### src/rtl/mac_dot_scheduler_if.sv
// rtl/mac_dot_scheduler_if.sv - job, operand, MAC and result signals of the dot-product scheduler
interface mac_dot_scheduler_if #(
  parameter int LEN_W = 8
);
  logic             start;
  logic [LEN_W-1:0] len;
  logic             busy;

  logic             op_valid;
  logic             op_ready;
  logic [15:0]      op_a;
  logic [15:0]      op_b;

  logic             mac_clr;
  logic             mac_en;
  logic [15:0]      mac_a;
  logic [15:0]      mac_b;
  logic             mac_mult_valid;
  logic             mac_finalize;
  logic [31:0]      mac_out;
  logic             mac_out_valid;

  logic             res_valid;
  logic             res_ready;
  logic [31:0]      res_data;
  logic             res_err;

  modport slave (
    input  start, len, op_valid, op_a, op_b,
    input  mac_mult_valid, mac_out, mac_out_valid, res_ready,
    output busy, op_ready, mac_clr, mac_en, mac_a, mac_b,
    output mac_finalize, res_valid, res_data, res_err
  );

  modport master (
    output start, len, op_valid, op_a, op_b,
    output mac_mult_valid, mac_out, mac_out_valid, res_ready,
    input  busy, op_ready, mac_clr, mac_en, mac_a, mac_b,
    input  mac_finalize, res_valid, res_data, res_err
  );
endinterface

### src/rtl/mac_dot_scheduler.sv
// rtl/mac_dot_scheduler.sv - sequences one dot-product job on a 16-bit MAC
// Optional DRAIN/WAIT_OUT watchdog is enabled by defining SCHED_TIMEOUT_EN.
module mac_dot_scheduler #(
  parameter int LEN_W = 8
`ifdef SCHED_TIMEOUT_EN
  ,
  parameter int TIMEOUT = 64
`endif
) (
  input logic                clk,
  input logic                rst,
  mac_dot_scheduler_if.slave bus
);

  typedef enum logic [2:0] {
    S_IDLE,
    S_CLEAR,
    S_FEED,
    S_DRAIN,
    S_FINAL,
    S_WAIT_OUT,
    S_HOLD
  } state_t;

  state_t           state;
  state_t           state_nx;

  logic [LEN_W-1:0] len_q;
  logic [LEN_W-1:0] issue_cnt;
  logic [LEN_W-1:0] done_cnt;

  logic             busy_q;
  logic             op_ready_q;
  logic             mac_clr_q;
  logic             mac_en_q;
  logic             mac_finalize_q;
  logic             res_valid_q;
  logic [15:0]      mac_a_q;
  logic [15:0]      mac_b_q;
  logic [31:0]      res_data_q;

  logic [31:0]      res_data_nx;
  logic             res_load;
  logic             job_go;
  logic             xfer;
  logic             issue_last;
  logic             count_prod;

`ifdef SCHED_TIMEOUT_EN
  localparam int WD_W = $clog2(TIMEOUT + 1);
  logic [WD_W-1:0]  wdog;
  logic             timeout_hit;
  logic             res_err_q;
  logic             res_err_nx;
`endif

  assign job_go     = (state == S_IDLE) && bus.start;
  assign xfer       = (state == S_FEED) && op_ready_q && bus.op_valid;
  assign issue_last = xfer && ((issue_cnt + LEN_W'(1)) == len_q);
  // Products are only meaningful while this job owns the MAC.
  assign count_prod = ((state == S_FEED) || (state == S_DRAIN)) &&
                      bus.mac_mult_valid && (done_cnt != len_q);

  always_comb begin
    state_nx    = state;
    res_load    = 1'b0;
    res_data_nx = res_data_q;
`ifdef SCHED_TIMEOUT_EN
    res_err_nx  = 1'b0;
`endif
    case (state)
      S_IDLE: begin
        if (bus.start) begin
          if (bus.len != '0) begin
            state_nx = S_CLEAR;
          end else begin
            state_nx    = S_HOLD;
            res_load    = 1'b1;
            res_data_nx = 32'd0;
          end
        end
      end
      S_CLEAR: state_nx = S_FEED;
      S_FEED: begin
        if (issue_last) state_nx = S_DRAIN;
      end
      S_DRAIN: begin
        if (done_cnt == len_q) begin
          state_nx = S_FINAL;
        end
`ifdef SCHED_TIMEOUT_EN
        else if (timeout_hit) begin
          state_nx    = S_HOLD;
          res_load    = 1'b1;
          res_data_nx = 32'd0;
          res_err_nx  = 1'b1;
        end
`endif
      end
      S_FINAL: state_nx = S_WAIT_OUT;
      S_WAIT_OUT: begin
        if (bus.mac_out_valid) begin
          state_nx    = S_HOLD;
          res_load    = 1'b1;
          res_data_nx = bus.mac_out;
        end
`ifdef SCHED_TIMEOUT_EN
        else if (timeout_hit) begin
          state_nx    = S_HOLD;
          res_load    = 1'b1;
          res_data_nx = 32'd0;
          res_err_nx  = 1'b1;
        end
`endif
      end
      S_HOLD: begin
        if (bus.res_ready) state_nx = S_IDLE;
      end
      default: state_nx = S_IDLE;
    endcase
  end

  always_ff @(posedge clk or negedge rst) begin
    if (!rst) begin
      state <= S_IDLE;
    end else begin
      state <= state_nx;
    end
  end

  // Control outputs are registered copies of the next state, so each one
  // is high for exactly the cycles spent in the matching state.
  always_ff @(posedge clk or negedge rst) begin
    if (!rst) begin
      busy_q         <= 1'b0;
      op_ready_q     <= 1'b0;
      mac_clr_q      <= 1'b0;
      mac_finalize_q <= 1'b0;
      res_valid_q    <= 1'b0;
    end else begin
      busy_q         <= (state_nx != S_IDLE);
      op_ready_q     <= (state_nx == S_FEED);
      mac_clr_q      <= (state_nx == S_CLEAR);
      mac_finalize_q <= (state_nx == S_FINAL);
      res_valid_q    <= (state_nx == S_HOLD);
    end
  end

  always_ff @(posedge clk or negedge rst) begin
    if (!rst) begin
      mac_en_q <= 1'b0;
      mac_a_q  <= 16'd0;
      mac_b_q  <= 16'd0;
    end else begin
      mac_en_q <= xfer;
      if (xfer) begin
        mac_a_q <= bus.op_a;
        mac_b_q <= bus.op_b;
      end
    end
  end

  always_ff @(posedge clk or negedge rst) begin
    if (!rst) begin
      len_q     <= '0;
      issue_cnt <= '0;
      done_cnt  <= '0;
    end else if (job_go) begin
      if (bus.len != '0) len_q <= bus.len;
      issue_cnt <= '0;
      done_cnt  <= '0;
    end else begin
      if (xfer)       issue_cnt <= issue_cnt + LEN_W'(1);
      if (count_prod) done_cnt  <= done_cnt + LEN_W'(1);
    end
  end

  always_ff @(posedge clk or negedge rst) begin
    if (!rst) begin
      res_data_q <= 32'd0;
    end else if (res_load) begin
      res_data_q <= res_data_nx;
    end
  end

`ifdef SCHED_TIMEOUT_EN
  assign timeout_hit = ((state == S_DRAIN) || (state == S_WAIT_OUT)) &&
                       (wdog == WD_W'(TIMEOUT - 1));

  // Restarts on every state change so DRAIN and WAIT_OUT each get a full budget.
  always_ff @(posedge clk or negedge rst) begin
    if (!rst) begin
      wdog <= '0;
    end else if (state_nx != state) begin
      wdog <= '0;
    end else if ((state == S_DRAIN) || (state == S_WAIT_OUT)) begin
      wdog <= wdog + WD_W'(1);
    end
  end

  always_ff @(posedge clk or negedge rst) begin
    if (!rst) begin
      res_err_q <= 1'b0;
    end else if (res_load) begin
      res_err_q <= res_err_nx;
    end
  end

  assign bus.res_err = res_err_q;
`else
  assign bus.res_err = 1'b0;
`endif

  assign bus.busy         = busy_q;
  assign bus.op_ready     = op_ready_q;
  assign bus.mac_clr      = mac_clr_q;
  assign bus.mac_en       = mac_en_q;
  assign bus.mac_a        = mac_a_q;
  assign bus.mac_b        = mac_b_q;
  assign bus.mac_finalize = mac_finalize_q;
  assign bus.res_valid    = res_valid_q;
  assign bus.res_data     = res_data_q;

endmodule

### src/flat_wrapper.sv
// flat-port wrapper written by rule: the top's interface ports become plain ports
module mac_dot_scheduler_flat 
#(
  parameter int LEN_W = 8

)
  (clk, rst, bus_start, bus_len, bus_op_valid, bus_op_a, bus_op_b, bus_mac_mult_valid, bus_mac_out, bus_mac_out_valid, bus_res_ready, bus_busy, bus_op_ready, bus_mac_clr, bus_mac_en, bus_mac_a, bus_mac_b, bus_mac_finalize, bus_res_valid, bus_res_data, bus_res_err);
  mac_dot_scheduler_if #(.LEN_W(LEN_W)) bus_i ();
  input logic clk;
  input logic rst;
  input wire logic [$bits(bus_i.start)-1:0] bus_start;
  input wire logic [$bits(bus_i.len)-1:0] bus_len;
  input wire logic [$bits(bus_i.op_valid)-1:0] bus_op_valid;
  input wire logic [$bits(bus_i.op_a)-1:0] bus_op_a;
  input wire logic [$bits(bus_i.op_b)-1:0] bus_op_b;
  input wire logic [$bits(bus_i.mac_mult_valid)-1:0] bus_mac_mult_valid;
  input wire logic [$bits(bus_i.mac_out)-1:0] bus_mac_out;
  input wire logic [$bits(bus_i.mac_out_valid)-1:0] bus_mac_out_valid;
  input wire logic [$bits(bus_i.res_ready)-1:0] bus_res_ready;
  output wire logic [$bits(bus_i.busy)-1:0] bus_busy;
  output wire logic [$bits(bus_i.op_ready)-1:0] bus_op_ready;
  output wire logic [$bits(bus_i.mac_clr)-1:0] bus_mac_clr;
  output wire logic [$bits(bus_i.mac_en)-1:0] bus_mac_en;
  output wire logic [$bits(bus_i.mac_a)-1:0] bus_mac_a;
  output wire logic [$bits(bus_i.mac_b)-1:0] bus_mac_b;
  output wire logic [$bits(bus_i.mac_finalize)-1:0] bus_mac_finalize;
  output wire logic [$bits(bus_i.res_valid)-1:0] bus_res_valid;
  output wire logic [$bits(bus_i.res_data)-1:0] bus_res_data;
  output wire logic [$bits(bus_i.res_err)-1:0] bus_res_err;
  assign bus_i.start = bus_start;
  assign bus_i.len = bus_len;
  assign bus_i.op_valid = bus_op_valid;
  assign bus_i.op_a = bus_op_a;
  assign bus_i.op_b = bus_op_b;
  assign bus_i.mac_mult_valid = bus_mac_mult_valid;
  assign bus_i.mac_out = bus_mac_out;
  assign bus_i.mac_out_valid = bus_mac_out_valid;
  assign bus_i.res_ready = bus_res_ready;
  assign bus_busy = bus_i.busy;
  assign bus_op_ready = bus_i.op_ready;
  assign bus_mac_clr = bus_i.mac_clr;
  assign bus_mac_en = bus_i.mac_en;
  assign bus_mac_a = bus_i.mac_a;
  assign bus_mac_b = bus_i.mac_b;
  assign bus_mac_finalize = bus_i.mac_finalize;
  assign bus_res_valid = bus_i.res_valid;
  assign bus_res_data = bus_i.res_data;
  assign bus_res_err = bus_i.res_err;
  mac_dot_scheduler #(.LEN_W(LEN_W)) u_core (.clk(clk), .rst(rst), .bus(bus_i));
endmodule
### config.mk
export PLATFORM = sky130hd
export DESIGN_NAME = mac_dot_scheduler_flat
export DESIGN_NICKNAME = d
export VERILOG_FILES = /design/src/rtl/mac_dot_scheduler_if.sv /design/src/rtl/mac_dot_scheduler.sv /design/src/flat_wrapper.sv
export SDC_FILE = /design/constraint.sdc
export NUM_CORES = 1
export LEC_CHECK = 0
export ABC_CLOCK_PERIOD_IN_PS = 2800
export BUFFER_PORTS_ARGS = -buffer_cell sky130_fd_sc_hd__clkbuf_2
export CORE_ASPECT_RATIO = 1.1
export CORE_UTILIZATION = 30
export DETAILED_ROUTE_END_ITERATION = 16
export GPL_TIMING_DRIVEN = 0
export PLACE_DENSITY_LB_ADDON = 0.12
export SETUP_SLACK_MARGIN = 0.15
export SLEW_MARGIN = 30
export SYNTH_ARGS = -nofsm -noshare
export SYNTH_HDL_FRONTEND = slang
export SYNTH_SLANG_ARGS = --single-unit
### constraint.sdc
create_clock -name clk -period 2.8 [get_ports clk]
set_input_delay 0.14 -clock clk [delete_from_list [all_inputs] [get_ports clk]]
set_output_delay 0.14 -clock clk [all_outputs]
set_load 0.05 [all_outputs]
* Yosys cells after proc, flatten, opt, wreduce, memory -nomap -nowiden
Cells that the tools add are included.
** Storage, ports and cells
- Logic and storage cells :: 65
- Output and inout bits :: 71
- Flip-flop bits (word level) :: 97
- Input bits :: 79
** Cells by class
- Muxes and demuxes :: 19
- Add/subtract/negate cells :: 2
- Equal/unequal tests :: 16
- Reduce and logical (&&, ||, !) cells :: 15
** Operators with widths (count)
- 32-bit two-way mux :: 3
- 32-bit case mux with 2 select lines :: 1
- 8-bit two-way mux :: 4
- 3-bit case mux with 7 select lines :: 1
- 3-bit two-way mux :: 6
- 8-bit by 1-bit adder with 8-bit output (second input constant) :: 2
- 8-bit == test :: 2
- 3-bit == test (second input constant) :: 5
- 3-bit by 2-bit == test with 1-bit output (second input constant) :: 3
- 8-bit != test :: 1
- 8-bit nonzero test :: 1
- 3-bit by 1-bit == test with 1-bit output (second input constant) :: 2
- 1-bit logical AND :: 6
- 2-bit != test (second input constant) :: 3
- 2-bit nonzero test :: 3
- 5-bit AND reduction :: 1
- 3-bit zero test :: 1
- 1-bit two-way mux :: 3
- 3-bit nonzero test :: 1
- 1-bit case mux with 2 select lines :: 1
- 2-bit AND reduction :: 1
- 1-bit logical OR :: 1

* Depth between registers and ports, before layout
Gate-level depths: netlist (run 1).
- Depth after elaboration :: 7
- Mapped depth :: 8
- Depth with buffers taken out :: 6

* Least setup slack after synthesis (run 1)
OpenSTA, ideal clock, no wires.
- Kind :: reg2reg
- From :: register u_core.issue_cnt[0]
- To :: register u_core.op_ready_q, in the netlist u_core.bus.op_ready
- Path buffers :: 0
- Cell stages (with the launch flop) :: 7
- Path slack :: 0.955 ns
- Library setup time :: 0.132 ns
- Arrival :: 1.713 ns
- Data required time :: 2.668 ns
- Period minus slack after synthesis :: 1.845 ns
- Path through :: dfrtp_1 -> ha_1 -> xnor2_1 -> nand2_1 -> or4_4 -> a2111oi_4 -> nor3_1
** Between the ends
- Cells in the longest elaborated chain, start to end :: 6
** RTL lines
- from (decl) :: line mac_dot_scheduler.sv:29 : logic [LEN_W-1:0] issue_cnt;
- from (signal assigned) :: line mac_dot_scheduler.sv:173 : if (xfer) issue_cnt <= issue_cnt + LEN_W'(1);
- 8-bit by 1-bit adder with 8-bit output :: line mac_dot_scheduler.sv:59 : assign issue_last = xfer && ((issue_cnt + LEN_W'(1)) == len_q);
- 8-bit == test :: line mac_dot_scheduler.sv:59
- 1-bit logical AND :: line mac_dot_scheduler.sv:59
- 3-bit two-way mux :: line mac_dot_scheduler.sv:85 : if (issue_last) state_nx = S_DRAIN;
- 3-bit case mux with 7 select lines :: line mac_dot_scheduler.sv:71 : case (state)
- 3-bit by 2-bit == test with 1-bit output :: line mac_dot_scheduler.sv:142 : op_ready_q <= (state_nx == S_FEED);
- to (signal assigned) :: line mac_dot_scheduler.sv:142
- to (decl) :: line mac_dot_scheduler.sv:33 : logic op_ready_q;
No other way between the ends.
A chain may end at the register's enable or synchronous reset.

* Worst setup path in the final report (run 1)
Ends and elaborated chain as after synthesis.

==> run_results.csv, run 1 <==
group,metric,value,unit
critical_path,crit_type,"reg -> reg",
sta,drv_slew,0,
synth,ys_seq_area_share,58.9,%
floorplanning,die_area,14200,um2
drt,via_count,3510,
clock_tree,cts_sinks,97,
sta,setup_viol,0,
clock_tree,worstSkewPairLatency,360,ps
synth,synth.largest_area_cell,"dfrtp_1",
critical_path,arrival,2220,ps
worst_hold_path,hp-class,"in -> reg",
clock_tree,path_clk_slew,60,ps
power,power_density,1030,nW/um2
drt,wl_per_cell,13.9,um
critical_path,ff2ff_path_depth,6,
grt,overflow,0,
synth,synthArstFlopShare,100,%
sta,hold_viol_final,0,
placement,dpl-instance-area,5130,um2
sta,rsz0062_at_grt,"no",
critical_path,cp_max_fo,6,
grt,grt_use_total,16.1,%
grt,grt_pass1_vias,3640,
power,irDropWorstVdd,419,uV
synth,synth_nets,468,
sta,max_freq,500,MHz
status,outcome,"finished clean",
synth,ys_types,43,
power,p_clk_share,20.7,%
synth,ys_ff_latch,97,
synth,yosys-top-cells-count,"119 x nand2_1, 97 x dfrtp_1, 33 x a22o_1",
worst_hold_path,holdPathStages,2,
critical_path,cp_cell_sequence,"ha_1, xnor2_1, nand2_1, or4_4, a2111oi_4, nor3_1",
power,p_seq_share,35.7,%
power,switching_power,2.70,mW
clock_tree,cts_tree,"built",
sta,maxSlewHeadroom,63.6,%
critical_path,cp_slowest_cell,"or4_4",
drt,dr.pass1.iters,4,
grt,grt_pass1_wl,17.9,mm
cells_and_area,areaGrowthSynthToFinish,39.9,%
synth,synth_flop_cell,"dfrtp_1",
power,intPower,3.26,mW
flow_run,max-cap-violations,0,
floorplanning,start_util,30.9,%
critical_path,r2r_end,"u_core.bus.op_ready$_DFF_PN0_",
worst_hold_path,worstHoldEndpoint,"u_core.bus.res_data[8]$_DFFE_PN0P_",
placement,place_hpwl,7.51,mm
critical_path,worstPathRequired,3020,ps
floorplanning,die_h,125,um
synth,yosys_warnings,0,
floorplanning,fp.dieW,114,um
clock_tree,clk_path_buf_depth,2,
cells_and_area,n_fill_cell,1312,
grt,grt_max_degree,70,
sta,period_minus_slack,2000,ps
cells_and_area,drive_above_1_share,31.7,%
sta,setup_ws,801,ps
sta,worstMarginPinSlew,532,ps
power,p_leak,3.01,nW
synth,syn_area,4120,um2
drt,drt-total-wl,10.7,mm
synth,synth_edf_count,0,
synth,synth.avg_cell_area,10.7,um2
critical_path,start_kind,"flop",
critical_path,reg2reg_from,"u_core.issue_cnt[0]$_DFFE_PN0P_",
synth,synth.area.top_cells,"dfrtp_1 59%, nand2_1 11%, a22o_1 7.0%",
sta,period_share,71.4,%
grt,antenna_found_initial,0,
clock_tree,ctsHtreeMaxLevel,3,
clock_tree,cts_root_buffer,"clkbuf_16",
critical_path,end_kind,"flop",
synth,syn-instance-count,387,
synth,synth_top_area_share,58.9,%
clock_tree,cts_setup_buffers,0,
floorplanning,rows,44,
synth,yosysMostFrequentCell,"nand2_1",
floorplanning,io_pins,150,
drt,ant_nets,0,
floorplanning,core,13300,um2
worst_hold_path,hold_start,"bus_mac_out[8]",
cells_and_area,fin_nets,663,
power,swShare,45.3,%
drt,viasPerCell,4.56,
critical_path,rrSetupSlack,800,ps
drt,remaining_drc_errors,0,
critical_path,max_stage_delay,520,ps
sta,setup_tns,0,ps
cells_and_area,antennaDiodeCount,0,
cells_and_area,postLayoutCellArea,5770,um2
clock_tree,cts_buffers,9,
power,power_frac_comb,43.5,%
placement,finalWeightedCongestion,0.770,
drt,first_iter_violations,174,
placement,io_buffer_count,148,
sta,fin_skew,11.9,ps
placement,place_ws,796,ps
[layout make-up]
| cell class | instances | area, um2 | share of cell area (%) |
|---|---|---|---|
| clock buffer | 13 | 250 | 4.34 |
| inverter | 6 | 22.5 | 0.390 |
| timing repair buffer | 184 | 1130 | 19.5 |
| clock inverter | 2 | 38.8 | 0.672 |
| tap | 184 | 230 | 3.99 |
| buffer | 19 | 86.3 | 1.50 |
| multi-input combinational | 265 | 1590 | 27.5 |
| sequential | 97 | 2430 | 42.1 |
[cells in the final DEF (no fill, tap or decap), types with 2 or more instances in the layout]
cell type and count:
buf_2 6, nor2b_1 2, a22o_1 33, xor2_1 11
a21oi_2 2, clkbuf_16 9, dlygate4sd3_1 35, nand3b_1 2
o21ai_0 13, xnor2_1 13, nor3_1 2, and2_1 2
inv_1 6, a2111oi_0 2, mux2_2 6, clkbuf_2 147
ha_1 2, mux2i_1 4, dfrtp_1 97, clkbuf_8 2
nor4_2 2, nand2_1 119, clkbuf_1 11, nand4_1 4
o31ai_1 3, nor2_2 2, nand3_1 7, buf_1 3
buf_4 2, nor2_1 11, or4_1 2, a21oi_1 5
and3_1 2
[critical path, delay by kind of cell, from the launching register on]
kind / cells / cell delay (ps)
AO/OA/AOI/OAI: 1 / 240
XOR/XNOR: 1 / 140
adder cells (fa/ha/maj): 1 / 350
flip-flops: 1 / 450
AND/OR/NAND/NOR: 3 / 700
[cell families after synthesis]
| group | share of synthesized area, % |
|---|---|
| mux | 2.61 |
| fa+ha+maj | 0.607 |
| flops | 58.9 |
| simple gates | 18.0 |
| other cells | 0.0910 |
| buf+inv | 2.64 |
| compound gates | 12.0 |
| xor+xnor | 5.10 |
[registers in the layout, summed over array words and instances, names as in the netlist]
register                 cells
u_core.bus.mac_a            16
u_core.bus.res_valid         1
u_core.issue_cnt             8
u_core.bus.mac_b            16
u_core.done_cnt              8
u_core.state                 3
u_core.bus.res_data         32
u_core.bus.mac_clr           1
u_core.bus.mac_finalize      1
u_core.bus.mac_en            1
u_core.bus.op_ready          1
u_core.len_q                 8
u_core.bus.busy              1
[power groups by stage]
stage | sequential, mW | clock [mW] | combinational, mW
2_1_floorplan | 3.17 | 0 | 0.862
3_3_place_gp | 2.14 | 0 | 2.55
3_5_place_dp | 2.15 | 0 | 2.57
4_1_cts | 2.13 | 1.29 | 2.62
5_1_grt | 2.19 | 1.34 | 2.81
6_report | 2.13 | 1.23 | 2.59
[worst max-delay path by stage]
| stage | startpoint | end | depth (start not counted) |
|---|---|---|---|
| after CTS | u_core.issue_cnt[0]$_DFFE_PN0P_ | u_core.bus.op_ready$_DFF_PN0_ | 6 |
| after global placement | rst | u_core.bus.mac_a[10]$_DFFE_PN0P_ | 1 |
| final | u_core.issue_cnt[0]$_DFFE_PN0P_ | u_core.bus.op_ready$_DFF_PN0_ | 6 |
| after detailed placement | u_core.issue_cnt[0]$_DFFE_PN0P_ | u_core.bus.op_ready$_DFF_PN0_ | 6 |
| after floorplan | u_core.issue_cnt[0]$_DFFE_PN0P_ | u_core.bus.op_ready$_DFF_PN0_ | 6 |
| after global routing | u_core.issue_cnt[0]$_DFFE_PN0P_ | u_core.bus.op_ready$_DFF_PN0_ | 6 |
[layer usage]
| metal | part of all wire [%] | up-vias | global-route usage [%] |
|---|---|---|---|
| met5 | 0 | - | 0 |
| met4 | 2.9 | 0 | 9.32 |
| met3 | 4.8 | 21 | 2.96 |
| met2 | 47 | 115 | 26.0 |
| met1 | 46 | 1670 | 20.2 |
| li1 | - | 1704 | - |
[repair_timing]
| item | in CTS | in global routing |
|---|---|---|
| gates resized for setup | 0 | 0 |
| endpoints found under the hold margin | 62 | 0 |
| hold buffers | 35 | 0 |
[stage by stage]
step	hold WS [ps]	power (mW)	utilization [%]	cells
2_1_floorplan	-156	4.04	-	387
4_1_cts	0.497	6.04	43.3	770
3_3_place_gp	331	4.69	38.2	719
5_1_grt	5.25	6.34	43.3	770
3_5_place_dp	44.1	4.73	38.5	720
6_report	12.0	5.95	43.3	770
(Power assumes the default switching activity.)
==> inputs of run 2 (changes only) <==
--- a/config.mk
+++ b/config.mk
@@ -5,7 +5,7 @@
 export SDC_FILE = /design/constraint.sdc
 export NUM_CORES = 1
 export LEC_CHECK = 0
-export ABC_CLOCK_PERIOD_IN_PS = 2800
+export ABC_CLOCK_PERIOD_IN_PS = 1700
 export BUFFER_PORTS_ARGS = -buffer_cell sky130_fd_sc_hd__clkbuf_2
 export CORE_ASPECT_RATIO = 1.1
 export CORE_UTILIZATION = 30
==> constraint.sdc (replaced) <==
create_clock -name clk -period 1.7 [get_ports clk]
set_input_delay 0.085 -clock clk [delete_from_list [all_inputs] [get_ports clk]]
set_output_delay 0.085 -clock clk [all_outputs]
set_load 0.05 [all_outputs]
==> run 2 against run 1 <==
  * The run now ends with negative setup slack left
  * Non-clock buffer count grew 61
  * Final area is 16% higher
  * Worst hold slack about the same
  * Clock-buffer cell count unchanged
  * First-iteration DRC count is 8.0% lower
  * Global-route usage increased by 0.87 points
  * Register-to-register slack got worse by 940 ps
  * Core utilization up 6.7 points
  * Clock power rose by 60%
  * Sequential power up 65%
  * Worst setup slack got worse by 940 ps
  * Fmax rose by 9.0%
  * Largest power group unchanged
  * Highest routed layer unchanged
==> run_results.csv, run 2 (synthesis results as in run 1) <==
group,metric,value,unit
placement,dp.cells,720,
power,p_seq_share,32.9,%
cells_and_area,multi_input_area,1800,um2
critical_path,cp.buffers_inverters,0,
critical_path,arrival,2120,ps
drt,via_count,3705,
placement,finalWeightedCongestion,0.774,
placement,place_hpwl,7.44,mm
cells_and_area,postLayoutCellArea,6660,um2
power,power_density,1600,nW/um2
drt,ant_nets,0,
critical_path,cp_max_fo,2,
drt,drt-total-wl,11.9,mm
critical_path,max_stage_delay,520,ps
drt,remaining_drc_errors,0,
floorplanning,fp.dieW,114,um
critical_path,crit_family,"simple AND/OR/NAND/NOR gates",
critical_path,cp_slowest_cell,"or4_4",
drt,wl_per_cell,14.3,um
status,outcome,"complete, but fails checks",
floorplanning,die_h,125,um
sta,max_freq,545,MHz
critical_path,cp_cell_sequence,"ha_4, xnor2_2, nand2_1, or4_4, a2111oi_4, nand2b_1",
power,p_clk_share,18.5,%
grt,grt_pass1_wl,18.8,mm
floorplanning,rows,44,
sta,hold_viol_final,0,
grt,grt_max_degree,59,
sta,rsz0062_at_grt,"yes",
floorplanning,io_pins,150,
cells_and_area,largest_reg_flops,32,
cells_and_area,areaGrowthSynthToFinish,61.6,%
critical_path,rrSetupSlack,-140,ps
placement,dpl-instance-area,5150,um2
critical_path,worstPathRequired,1980,ps
worst_hold_path,hp-class,"in -> reg",
status,violations,"negative setup slack",
grt,grt_use_total,17.0,%
flow_run,max-cap-violations,0,
sta,period_minus_slack,1840,ps
drt,viasPerCell,4.45,
clock_tree,ctsHtreeMaxLevel,3,
power,power_frac_comb,48.6,%
sta,setup_viol,2,
clock_tree,cts_root_buffer,"clkbuf_16",
sta,drv_slew,0,
drt,first_iter_violations,160,
floorplanning,die_area,14200,um2
cells_and_area,drive_above_1_share,38.6,%
power,swShare,45.1,%
clock_tree,cts_buffers,9,
power,p_leak,3.38,nW
cells_and_area,antennaDiodeCount,0,
floorplanning,start_util,30.9,%
power,irDropWorstVdd,722,uV
grt,overflow,0,
power,intPower,5.86,mW
floorplanning,core,13300,um2
clock_tree,path_clk_slew,70,ps
clock_tree,clk_path_buf_depth,2,
sta,period_share,108,%
placement,io_buffer_count,148,
critical_path,crit_type,"reg -> reg",
critical_path,start_kind,"flop",
power,switching_power,4.82,mW
critical_path,end_kind,"flop",
grt,antenna_found_initial,0,
clock_tree,worstSkewPairLatency,350,ps
cells_and_area,ff_latch_area,2440,um2
sta,setup_ws,-135,ps
cells_and_area,final_cells,832,
clock_tree,cts_tree,"built",
sta,fin_skew,7.68,ps
cells_and_area,mostFrequentLayoutCells,"150 x clkbuf_2, 118 x nand2_1, 89 x dfrtp_1",
clock_tree,cts_sinks,97,
cells_and_area,final_common_cell,"clkbuf_2",
cells_and_area,fin_nets,724,
drt,dr.pass1.iters,4,
grt,grt_pass1_vias,3764,
cells_and_area,n_fill_cell,1263,
[run 2: per-layer routing]
| metal | up-vias | global-route usage (%) | routed length, um |
|---|---|---|---|
| li1 | 1820 | - | - |
| met5 | - | 0 | 0 |
| met4 | 0 | 7.94 | 271 |
| met3 | 17 | 3.25 | 594 |
| met1 | 1761 | 21.0 | 5280 |
| met2 | 107 | 28.6 | 5730 |
[run 2: worst paths after layout]
path / end / cells after the start / start
hold reg to reg: u_core.bus.mac_a[1]$_DFFE_PN0P_ / 2 / u_core.bus.mac_a[1]$_DFFE_PN0P_
setup / recovery: u_core.state[0]$_DFF_PN0_ / 6 / u_core.issue_cnt[0]$_DFFE_PN0P_
min in group asynchronous: u_core.bus.res_data[6]$_DFFE_PN0P_ / 2 / rst
setup reg to reg: u_core.state[0]$_DFF_PN0_ / 6 / u_core.issue_cnt[0]$_DFFE_PN0P_
hold / removal: u_core.bus.res_data[29]$_DFFE_PN0P_ / 2 / bus_mac_out[29]
max in group asynchronous: u_core.bus.mac_b[13]$_DFFE_PN0P_ / 3 / rst
[run 2: layout make-up]
class                           instances  share of cell area, %
Buffer                                 19                   2.31
Clock buffer                           13                   3.91
Clock inverter                          3                  0.376
Inverter                                6                  0.338
Multi-Input combinational cell        265                   27.0
Sequential cell                        97                   36.6
Tap cell                              184                   3.45
Timing Repair Buffer                  245                   26.0
[run 2: power groups by stage]
stage	registers, mW	clock network (mW)	logic [mW]
after floorplan	5.24	0	1.44
after global placement	3.53	0	4.22
after detailed placement	3.56	0	4.27
after CTS	3.54	2.04	4.89
after global routing	3.62	2.14	5.56
final	3.52	1.97	5.19
[run 2: through the flow]
stage / hold WS [ps] / setup slack, ps / power, mW / util (%) / TNS [ps]
global route: 1.55 / -247 / 11.3 / 50.0 / -510
finish: 11.7 / -135 / 10.7 / 50.0 / -265
CTS: 2.61 / -155 / 10.5 / 48.8 / -299
detailed placement: 38.0 / -214 / 7.83 / 38.6 / -7720
floorplan: -211 / -79.9 / 6.68 / - / -156
global placement: 276 / -963 / 7.75 / 38.4 / -80850
[run 2: timing repair]
item | in CTS | in global routing
hold endpoints to repair | 110 | 0
hold buffers | 72 | 0
resized for setup | 60 | 33
cloned | 2 | 1
buffers inserted | 15 | 6
setup endpoints to repair | 87 | 83
pin swaps | 39 | 32
==> inputs of run 3 (changes only) <==
--- a/config.mk
+++ b/config.mk
@@ -6,7 +6,7 @@
 export NUM_CORES = 1
 export LEC_CHECK = 0
 export ABC_CLOCK_PERIOD_IN_PS = 1700
-export BUFFER_PORTS_ARGS = -buffer_cell sky130_fd_sc_hd__clkbuf_2
+export BUFFER_PORTS_ARGS = -buffer_cell sky130_fd_sc_hd__buf_2
 export CORE_ASPECT_RATIO = 1.1
 export CORE_UTILIZATION = 30
 export DETAILED_ROUTE_END_ITERATION = 16
==> run 3 against run 2 <==
  * The run still ends with negative setup slack left
  * Global-route usage shrank 0.18 points
  * Cell count grew 0.36%
  * Routed wire length shrank 0.86%
==> run_results.csv, run 3 (synthesis results as in run 1) <==
group,metric,value,unit
power,irDropWorstVdd,777,uV
sta,period_share,108,%
clock_tree,worstSkewPairLatency,350,ps
clock_tree,cts_tree,"built",
power,p_leak,3.43,nW
clock_tree,cts_sinks,97,
critical_path,cp_max_fo,2,
floorplanning,fp.dieW,114,um
grt,overflow,0,
grt,grt_pass1_wl,18.5,mm
sta,setup_viol,2,
critical_path,crit_type,"reg -> reg",
sta,fin_skew,7.18,ps
placement,finalWeightedCongestion,0.770,
grt,grt_use_total,16.8,%
status,violations,"negative setup slack",
drt,dr.pass1.iters,4,
cells_and_area,areaGrowthSynthToFinish,63.3,%
cells_and_area,fin_util,50.5,%
clock_tree,path_clk_slew,70,ps
grt,antenna_found_initial,0,
placement,place_hpwl,7.52,mm
power,power_density,1600,nW/um2
grt,grt_max_degree,61,
floorplanning,die_h,125,um
sta,max_freq,544,MHz
cells_and_area,largest_reg_flops,32,
critical_path,arrival,2120,ps
critical_path,start_kind,"flop",
critical_path,crit_path_start,"u_core.issue_cnt[0]$_DFFE_PN0P_",
clock_tree,cts_root_buffer,"clkbuf_16",
status,outcome,"complete, but fails checks",
sta,period_minus_slack,1840,ps
sta,drv_slew,0,
clock_tree,ctsHtreeMaxLevel,3,
grt,grt_pass1_vias,3769,
critical_path,reg2reg_from,"u_core.issue_cnt[0]$_DFFE_PN0P_",
sta,setup_ws,-138,ps
drt,ant_nets,0,
cells_and_area,antennaDiodeCount,0,
floorplanning,io_pins,150,
drt,first_iter_violations,86,
cells_and_area,final_common_cell,"buf_2",
cells_and_area,drive_above_1_share,39.2,%
floorplanning,start_util,30.9,%
critical_path,end_kind,"flop",
drt,viasPerCell,4.51,
cells_and_area,fin_nets,727,
cells_and_area,postLayoutCellArea,6730,um2
drt,drt-total-wl,11.8,mm
clock_tree,clk_path_buf_depth,2,
floorplanning,rows,44,
floorplanning,die_area,14200,um2
placement,dpl-instance-area,5150,um2
clock_tree,cts_buffers,9,
sta,rsz0062_at_grt,"yes",
drt,wl_per_cell,14.1,um
power,p_total,10.8,mW
worst_hold_path,hold_start,"bus_start",
drt,via_count,3767,
flow_run,max-cap-violations,0,
cells_and_area,mostFrequentLayoutCells,"147 x buf_2, 118 x nand2_1, 91 x dfrtp_1",
placement,io_buffer_count,148,
drt,remaining_drc_errors,0,
sta,hold_viol_final,0,
worst_hold_path,hp-class,"in -> reg",
floorplanning,core,13300,um2
critical_path,worstPathRequired,1980,ps
==> run 3: changes by cell type in the layout (fill, tap and decap cells not counted), sizes merged <==
cell / delta
dlygate4sd3: +1
clkinv: -1
bufinv: +1
clkbuf: -149
buf: +150
inv: +1
==> run 3: metrics by stage <==
step	TNS, ps	setup slack (ps)	hold WS, ps	cells
after global routing	-582	-243	63.7	835
after CTS	-269	-143	31.5	829
after floorplan	-156	-79.9	-211	387
final	-258	-138	38.7	835
after detailed placement	-8010	-198	23.3	720
after global placement	-54510	-669	275	719
==> run 3: path summary, 6_finish.rpt <==
kind,endpoint,slack [ps],cells past startpoint
min in group asynchronous,u_core.bus.res_data[10]$_DFFE_PN0P_,200,2
setup reg to reg,u_core.state[0]$_DFF_PN0_,-140,6
max in group asynchronous,u_core.bus.mac_b[8]$_DFFE_PN0P_,870,3
hold reg to reg,u_core.bus.mac_b[5]$_DFFE_PN0P_,470,2
setup / recovery,u_core.state[0]$_DFF_PN0_,-140,6
hold / removal,u_core.bus.busy$_DFF_PN0_,40,3
==> run 3: final cells by class <==
class	count	area, um2
Sequential cell	97	2430
Clock inverter	4	51.3
Fill cell	1236	6590
Tap cell	184	230
Clock buffer	12	246
Multi-Input combinational cell	265	1830
Buffer	19	164
Timing Repair Buffer	248	1760
Inverter	6	22.5
==> run 3: routing by layer <==
metal  routed length, um  up-vias  GRT usage, %  share of wire (%)
met5                   0        -             0                  0
met4                 286        0          8.40                2.4
met3                 589       17          3.25                5.0
met2                5620      122          28.0                 48
met1                5270     1797          20.7                 45
li1                    -     1831             -                  -
==> run 3: critical path, stage by stage, from the launching register on <==
cell       delay [ps]
dfrtp_2           420
ha_4              280
xnor2_2            90
nand2_1            60
or4_4             520
a2111oi_4         240
nand2b_1          150
==> run 3: what timing repair did <==
| item | in CTS | in global routing |
|---|---|---|
| resized for setup | 53 | 44 |
| hold buffers | 73 | 0 |
| gates cloned | 0 | 3 |
| pin swaps | 15 | 7 |
| hold endpoints to repair | 109 | 0 |
| setup buffers | 20 | 3 |
| endpoints found under the setup margin | 87 | 79 |
==> run 3: power by group <==
part	switching (mW)	leakage (nW)	internal [mW]
clock network	0.883	0.143	1.19
logic	3.43	2.03	1.77
registers	0.486	1.26	3.01
total	4.80	3.43	5.96
